==> config.mk <==
export PLATFORM = sky130hd
export DESIGN_NAME = vending_session_ctrl
export DESIGN_NICKNAME = d
export VERILOG_FILES = /design/src/rtl/vm_pkg.sv /design/src/rtl/vm_coin_valuer.sv /design/src/rtl/vending_session_ctrl.sv
export SDC_FILE = /design/constraint.sdc
export NUM_CORES = 2
export LEC_CHECK = 0
export CAP_MARGIN = 20
export CORE_MARGIN = 10
export CORE_UTILIZATION = 40
export CTS_CLUSTER_DIAMETER = 100
export DETAILED_ROUTE_END_ITERATION = 6
export PLACE_DENSITY = 0.64
export SLEW_MARGIN = 20
export SYNTH_ARGS = -nofsm -noshare
export SYNTH_HDL_FRONTEND = slang
export SYNTH_SLANG_ARGS = --single-unit
==> constraint.sdc <==
create_clock -name i_clk -period 8.3 [get_ports i_clk]
set_input_delay 1.66 -clock i_clk [delete_from_list [all_inputs] [get_ports i_clk]]
set_output_delay 1.66 -clock i_clk [all_outputs]
set_load 0.02 [all_outputs]
==> src/rtl/vm_pkg.sv <==
// rtl/vm_pkg.sv - shared types, item prices and currency constants for the vending session controller
package vm_pkg;

    localparam int NUM_ITEMS   = 10;
    localparam int MAX_CLIENTS = 100;
    localparam int CID_W       = $clog2(MAX_CLIENTS);

    localparam logic [1:0] CUR_BASE    = 2'd0;
    localparam logic [1:0] CUR_X90     = 2'd1;
    localparam logic [1:0] CUR_X100    = 2'd2;
    localparam logic [1:0] CUR_INVALID = 2'd3;

    localparam logic [6:0] RATE_BASE = 7'd1;
    localparam logic [6:0] RATE_X90  = 7'd90;
    localparam logic [6:0] RATE_X100 = 7'd100;

    typedef enum logic [1:0] {
        ST_IDLE    = 2'd0,
        ST_SESSION = 2'd1,
        ST_VEND    = 2'd2
    } state_t;

    typedef logic [15:0] price_t;

    localparam price_t PRICE [NUM_ITEMS] = '{
        16'd50, 16'd60, 16'd70, 16'd80, 16'd90,
        16'd100, 16'd110, 16'd120, 16'd130, 16'd140
    };

    // Selection is one-hot, so OR-ing the matching prices yields the single price
    function automatic price_t sel_price(input logic [NUM_ITEMS-1:0] sel);
        price_t p;
        p = '0;
        for (int i = 0; i < NUM_ITEMS; i++) begin
            if (sel[i]) begin
                p = p | PRICE[i];
            end
        end
        return p;
    endfunction

endpackage

==> src/rtl/vm_coin_valuer.sv <==
// rtl/vm_coin_valuer.sv - converts a coin face value and currency type into base units
module vm_coin_valuer
    import vm_pkg::*;
(
    input  logic [5:0]  i_coin,
    input  logic [1:0]  i_currency,
    output logic [31:0] o_value,
    output logic        o_valid
);

    logic [6:0] w_rate;

    always_comb begin
        w_rate  = '0;
        o_valid = 1'b1;
        case (i_currency)
            CUR_BASE: w_rate = RATE_BASE;
            CUR_X90:  w_rate = RATE_X90;
            CUR_X100: w_rate = RATE_X100;
            default: begin
                w_rate  = '0;
                o_valid = 1'b0;
            end
        endcase
        o_value = 32'(i_coin) * 32'(w_rate);
    end

endmodule

==> src/rtl/vending_session_ctrl.sv <==
// rtl/vending_session_ctrl.sv - sequences one purchase: client id, credit, selection, vend/refuse/refund
module vending_session_ctrl
    import vm_pkg::*;
#(
    parameter int TIMEOUT             = 1000,
    parameter int CHANGE_RESERVE_INIT = 5000,
    parameter int POINT_DIV           = 10
) (
    input  logic                 i_clk,
    input  logic                 i_rst,
    input  logic                 i_id_valid,
    input  logic [8:0]           i_client_id,
    input  logic [5:0]           i_coin_in,
    input  logic [1:0]           i_currency_type,
    input  logic                 i_coin_insert,
    input  logic [NUM_ITEMS-1:0] i_item_select,
    input  logic                 i_confirm,
    output logic [NUM_ITEMS-1:0] o_item_out,
    output logic [31:0]          o_change_out,
    output logic                 o_no_change,
    output logic [7:0]           o_client_points
);

    localparam int TW = $clog2(TIMEOUT + 1);

    state_t               r_state;
    state_t               w_next_state;
    logic [CID_W-1:0]     r_client_id;
    logic [31:0]          r_credit;
    logic [31:0]          r_reserve;
    logic [NUM_ITEMS-1:0] r_sel;
    logic [TW-1:0]        r_timer;
    logic [7:0]           r_points [MAX_CLIENTS];
    logic [NUM_ITEMS-1:0] r_item_out;
    logic [31:0]          r_change_out;
    logic                 r_no_change;
    logic [7:0]           r_client_points;

    logic [31:0] w_coin_value;
    logic        w_coin_valid;
    logic [32:0] w_credit_sum;
    logic [31:0] w_credit_sat;
    price_t      w_price;
    logic [31:0] w_change;
    logic [7:0]  w_gain;
    logic [8:0]  w_points_sum;
    logic [7:0]  w_points_new;
    logic        w_id_ok;
    logic        w_activity;
    logic        w_timed_out;
    logic        w_confirm_eff;
    logic        w_short_reserve;
    logic        w_accept_id;
    logic        w_cancel;
    logic        w_vend;
    logic        w_refuse;
    logic        w_credit_coin;
    logic        w_take_sel;

    vm_coin_valuer u_coin_valuer (
        .i_coin     (i_coin_in),
        .i_currency (i_currency_type),
        .o_value    (w_coin_value),
        .o_valid    (w_coin_valid)
    );

    assign w_credit_sum    = {1'b0, r_credit} + {1'b0, w_coin_value};
    assign w_credit_sat    = w_credit_sum[32] ? '1 : w_credit_sum[31:0];
    assign w_price         = sel_price(r_sel);
    assign w_change        = r_credit - 32'(w_price);
    assign w_short_reserve = w_change > r_reserve;
    assign w_id_ok         = i_id_valid && (i_client_id < 9'(MAX_CLIENTS));
    assign w_activity      = i_id_valid | i_coin_insert | i_confirm | (|i_item_select);
    assign w_timed_out     = (r_timer == TW'(TIMEOUT - 1)) && !w_activity;
    // A coin in the same cycle wins over confirm
    assign w_confirm_eff   = i_confirm && !i_coin_insert;

    always_comb begin
        w_gain = '0;
        for (int i = 0; i < NUM_ITEMS; i++) begin
            if (r_sel[i]) begin
                w_gain = w_gain | 8'(PRICE[i] / POINT_DIV);
            end
        end
    end

    assign w_points_sum = {1'b0, r_points[r_client_id]} + {1'b0, w_gain};
    assign w_points_new = w_points_sum[8] ? 8'hFF : w_points_sum[7:0];

    always_ff @(posedge i_clk) begin
        if (i_rst) begin
            r_state <= ST_IDLE;
        end else begin
            r_state <= w_next_state;
        end
    end

    always_comb begin
        w_next_state = r_state;
        case (r_state)
            ST_IDLE: begin
                if (w_id_ok) w_next_state = ST_SESSION;
            end
            ST_SESSION: begin
                if (w_timed_out) begin
                    w_next_state = ST_IDLE;
                end else if (w_confirm_eff) begin
                    if (r_sel == '0)                         w_next_state = ST_IDLE;
                    else if (r_credit >= 32'(w_price))       w_next_state = ST_VEND;
                end
            end
            ST_VEND: begin
                w_next_state = w_short_reserve ? ST_SESSION : ST_IDLE;
            end
            default: w_next_state = ST_IDLE;
        endcase
    end

    always_comb begin
        w_accept_id   = (r_state == ST_IDLE) && w_id_ok;
        w_cancel      = (r_state == ST_SESSION) &&
                        (w_timed_out || (w_confirm_eff && (r_sel == '0)));
        w_vend        = (r_state == ST_VEND) && !w_short_reserve;
        w_refuse      = (r_state == ST_VEND) && w_short_reserve;
        w_credit_coin = (r_state == ST_SESSION) && i_coin_insert && w_coin_valid;
        w_take_sel    = (r_state == ST_SESSION) && $onehot(i_item_select);
    end

    always_ff @(posedge i_clk) begin
        if (i_rst) begin
            r_client_id     <= '0;
            r_credit        <= '0;
            r_reserve       <= 32'(CHANGE_RESERVE_INIT);
            r_sel           <= '0;
            r_timer         <= '0;
            r_item_out      <= '0;
            r_change_out    <= '0;
            r_no_change     <= 1'b0;
            r_client_points <= '0;
            for (int i = 0; i < MAX_CLIENTS; i++) begin
                r_points[i] <= '0;
            end
        end else begin
            r_item_out  <= '0;
            r_no_change <= 1'b0;
            if (r_state == ST_SESSION) begin
                r_timer <= w_activity ? '0 : r_timer + TW'(1);
            end
            if (w_accept_id) begin
                r_client_id     <= i_client_id[CID_W-1:0];
                r_credit        <= '0;
                r_sel           <= '0;
                r_timer         <= '0;
                r_change_out    <= '0;
                r_client_points <= r_points[i_client_id[CID_W-1:0]];
            end
            if (w_credit_coin) r_credit <= w_credit_sat;
            if (w_take_sel)    r_sel    <= i_item_select;
            if (w_cancel) begin
                r_change_out <= r_credit;
                r_credit     <= '0;
            end
            if (w_refuse) begin
                r_no_change <= 1'b1;
                r_sel       <= '0;
                r_timer     <= '0;
            end
            if (w_vend) begin
                r_item_out               <= r_sel;
                r_change_out             <= w_change;
                r_credit                 <= '0;
                r_reserve                <= r_reserve + 32'(w_price);
                r_points[r_client_id]    <= w_points_new;
                r_client_points          <= w_points_new;
            end
        end
    end

    assign o_item_out      = r_item_out;
    assign o_change_out    = r_change_out;
    assign o_no_change     = r_no_change;
    assign o_client_points = r_client_points;

endmodule

==> out/results.tsv <==
stage	metric	value	unit
floorplan	ios	83	
floorplan	start_util	40.2	%
power	p_per_area	203	nW/um^2
yosys	synthFlopType	edfxtp_1	
timing	relSlewSlack	29.9	%
critical_path	worst_setup_path_start_kind	flop	
timing	tightest_slew	1.05	ns
timing	final-setup-viol-count	0	
finish	final_common_cell	edfxtp_1	
global_route	grt.total_usage	23.2	%
floorplan	die_w	419	um
timing	period_minus_slack	7.56	ns
route	wl_per_cell	30.8	um
finish	utilization	44.8	%
timing	min_period_over_period	91.0	%
power	seq_power_share	46.7	%
clocking	clkLatencyLatePin	0.77	ns
timing	timing_hold_violations_final	0	
yosys	syn_area_per_cell	13.6	um^2
critical_path	critical_path_arrival	8.03	ns
placement	hpwl	139	mm
global_route	grt_overflow	0	
placement	gp_congestion	0.921	
clocking	root_buffer	clkbuf_16	
yosys	synth-edff-count	1024	
critical_path	worstReg2RegEnd	r_points[67][1]	
critical_path	crit_family	simple AND/OR/NAND/NOR gates	
clocking	cts-buffers-inserted	121	
placement	port_buffers	82	
route	via_per_inst	6.59	
finish	layout.nets	4747	
critical_path	max_stage_delay	0.83	ns
finish	layout_common_cells	edfxtp_1 (1024), nor3_1 (782), mux4_2 (562)	
route	drtPass1Iterations	7	
job	maxCapViolCount	0	
critical_path	cp_slowest_cell	o21ai_0	
yosys	synth_async_sr_flop_share	0	%
finish	drive_gt1_share	22.9	%
critical_path	reg2regPathDepth	24	
global_route	grt_pass1_wl	304	mm
timing	skew	0.0494	ns
global_route	antenna_found_initial	7	
yosys	synth_cells	4654	
route	top_layer_used	met5	
yosys	yosysUniqueCellTypes	72	
clocking	cts_hold_buf	0	
timing	setup_tns	0	ns
critical_path	path_buf_inv	4	
yosys	synth_nets	4813	
clocking	cts.sinks	1174	
critical_path	r2r_start	r_sel[9]	
timing	rsz0062_at_grt	false	
clocking	h-tree-depth	3	
clocking	cts.clk_slew.worst_paths	0.06	ns
hold_path	hold_class	reg2reg	
route	wl_met2	95.1	mm
route	dr_wl_met3	26.5	mm
clocking	cts_setup_buffers	0	
critical_path	rrSetupSlack	0.74	ns
power	power_frac_comb	15.5	%
critical_path	critPathKind	reg2reg	
global_route	grt_pass1_vias	43300	
yosys	syn_area	63500	um^2
yosys	ys_seq_area_share	53.1	%
power	power_leakage	0.0228	uW
floorplan	num_rows	146	
timing	drv_slew	0	
clocking	cts_buffer_depth	3	
route	drtIter0Drc	7255	
route	ant_nets	0	
route	wl_met1	76.8	mm
floorplan	core	158000	um^2
finish	area_delta_synth_final	11.5	%
critical_path	crit_path_cell_trace	or2_2 > or4_1 > inv_1 > ha_1 > nor2b_1 > o21ai_0 > a21boi_0 > o21ai_0 > nand2_1 > a21oi_1 > nand2_1 > o31ai_1 > nand2_1 > ha_1 > inv_1 > nor3_1 > nand2_1 > nor4_1 > a311o_1 > and3_2 > nand4_1 > buf_12 > o21ai_0 > buf_4	
route	drc	2	
outcome	violations	design-rule violations	
critical_path	worstPathRequired	8.78	ns
critical_path	endpoint_kind	flop	
hold_path	hold_depth	2	
outcome	status	finished, violations left	
clocking	cts_resized	0	
hold_path	hold_end	o_change_out[12]	
power	p_sw	3980	uW
route	num_vias	44500	
floorplan	die-area	175000	um^2
critical_path	cp_common_cell	nand2_1	
critical_path	path_max_fanout	93	
global_route	grt_start_max_net_pins	105	
power	clkPwrFrac	37.8	%
timing	fmax	0.132	GHz
route	routed_wl	208	mm
yosys	yosysWarnings	0	
hold_path	min_from	o_change_out[12]	
power	switching_share	27.7	%
floorplan	die_y	419	um
clocking	cts_tree	done	
power	p_int	10400	uW
power	vdd_drop_max	0.177	mV
yosys	ys_ff_latch	1174	
[registers in the layout, summed over array words and instances, names as in the netlist, named ones only]
| register | count |
|---|---|
| r_client_id | 7 |
| r_credit | 32 |
| r_reserve | 31 |
| o_change_out | 32 |
| o_item_out | 10 |
| o_no_change | 1 |
| r_sel | 10 |
| r_state | 2 |
| o_client_points | 8 |
| r_points | 1024 |
| r_timer | 10 |
[cell type report]
cell class                      instances  area (um^2)
Tap cell                             2072         2590
Antenna cell                            1         2.50
Inverter                              130          489
Sequential cell                      1174        33800
Clock inverter                         74          714
Fill cell                           14000        87400
Multi-Input combinational cell       2830        27100
Timing Repair Buffer                  331         3030
Clock buffer                          148         3160
[how the worst max path moves through the flow]
stage | depth (start not counted) | slack (ns) | to | startpoint
floorplan | 16 | 2.02 | r_credit[27] | i_currency_type[0]
global placement | 17 | 0.88 | r_credit[31] | i_currency_type[0]
detailed placement | 17 | 0.82 | r_credit[31] | i_currency_type[0]
CTS | 26 | 0.84 | r_points[89][5] | r_sel[9]
global route | 24 | 0.24 | r_points[67][1] | r_sel[9]
finish | 24 | 0.74 | r_points[67][1] | r_sel[9]
[layer usage]
layer | track usage, % | up-vias
li1 | - | 18200
met1 | 30.9 | 22700
met2 | 35.9 | 3087
met3 | 6.41 | 491
met4 | 9.07 | 8
met5 | 0.328 | -
[power by group through the flow]
| stage | logic [uW] | clock network, uW | registers (uW) |
|---|---|---|---|
| after floorplan | 1460 | 0 | 6770 |
| after global placement | 2170 | 0 | 6820 |
| after detailed placement | 2190 | 0 | 6830 |
| after CTS | 2200 | 5470 | 6710 |
| after global routing | 2360 | 5700 | 6720 |
| final | 2240 | 5440 | 6710 |
[through the flow]
step	hold WS, ns	setup slack [ns]	area (um^2)	std cells	power, uW
after floorplan	0.449	2.02	63500	4654	8230
after global placement	0.445	0.879	66900	6536	9000
after detailed placement	0.447	0.824	66900	6536	9020
after CTS	0.456	0.840	70800	6758	14400
after global routing	0.488	0.242	70800	6760	14800
final	0.453	0.744	70800	6760	14400
[tightest hold or removal path: stages (launching register included)]
cell and delay, ns:
dfxtp_1 0.31, nand2_1 0.05, a21oi_1 0.05
[logic make-up after synthesis]
group | count (synthesis) | share of synthesized area [%]
simple gates | 1427 | 11.1
flops | 1174 | 53.1
mux | 717 | 22.4
buf+inv | 650 | 4.53
compound gates | 490 | 4.94
fa+ha+maj | 127 | 2.97
xor+xnor | 69 | 0.951
[synth_stat cells, types with 15 or more instances]
master / instances / area [um^2]
a22oi_1: 34 / 255
nor2_1: 217 / 815
ha_1: 87 / 1090
dfxtp_1: 150 / 3000
or3_1: 22 / 138
inv_1: 125 / 469
fa_1: 40 / 801
nand2b_1: 15 / 93.8
a21o_1: 29 / 218
buf_4: 70 / 526
nor3_1: 784 / 3920
or2_2: 20 / 125
nand3_1: 56 / 280
o21ai_0: 146 / 731
xor2_1: 25 / 219
a21oi_1: 113 / 566
xnor2_1: 44 / 385
nand2_1: 144 / 541
and3_1: 25 / 156
edfxtp_1: 1024 / 30700
a211oi_1: 19 / 143
mux2i_1: 139 / 1390
buf_2: 90 / 450
a222oi_1: 16 / 160
nor2b_1: 31 / 194
mux4_2: 562 / 12700
nand4_1: 29 / 181
and2_1: 19 / 119
mux2_2: 16 / 180
buf_1: 20 / 75.1
nor4_1: 28 / 175
clkbuf_1: 332 / 1250
o22ai_1: 15 / 93.8
(Power assumes the default switching activity.)
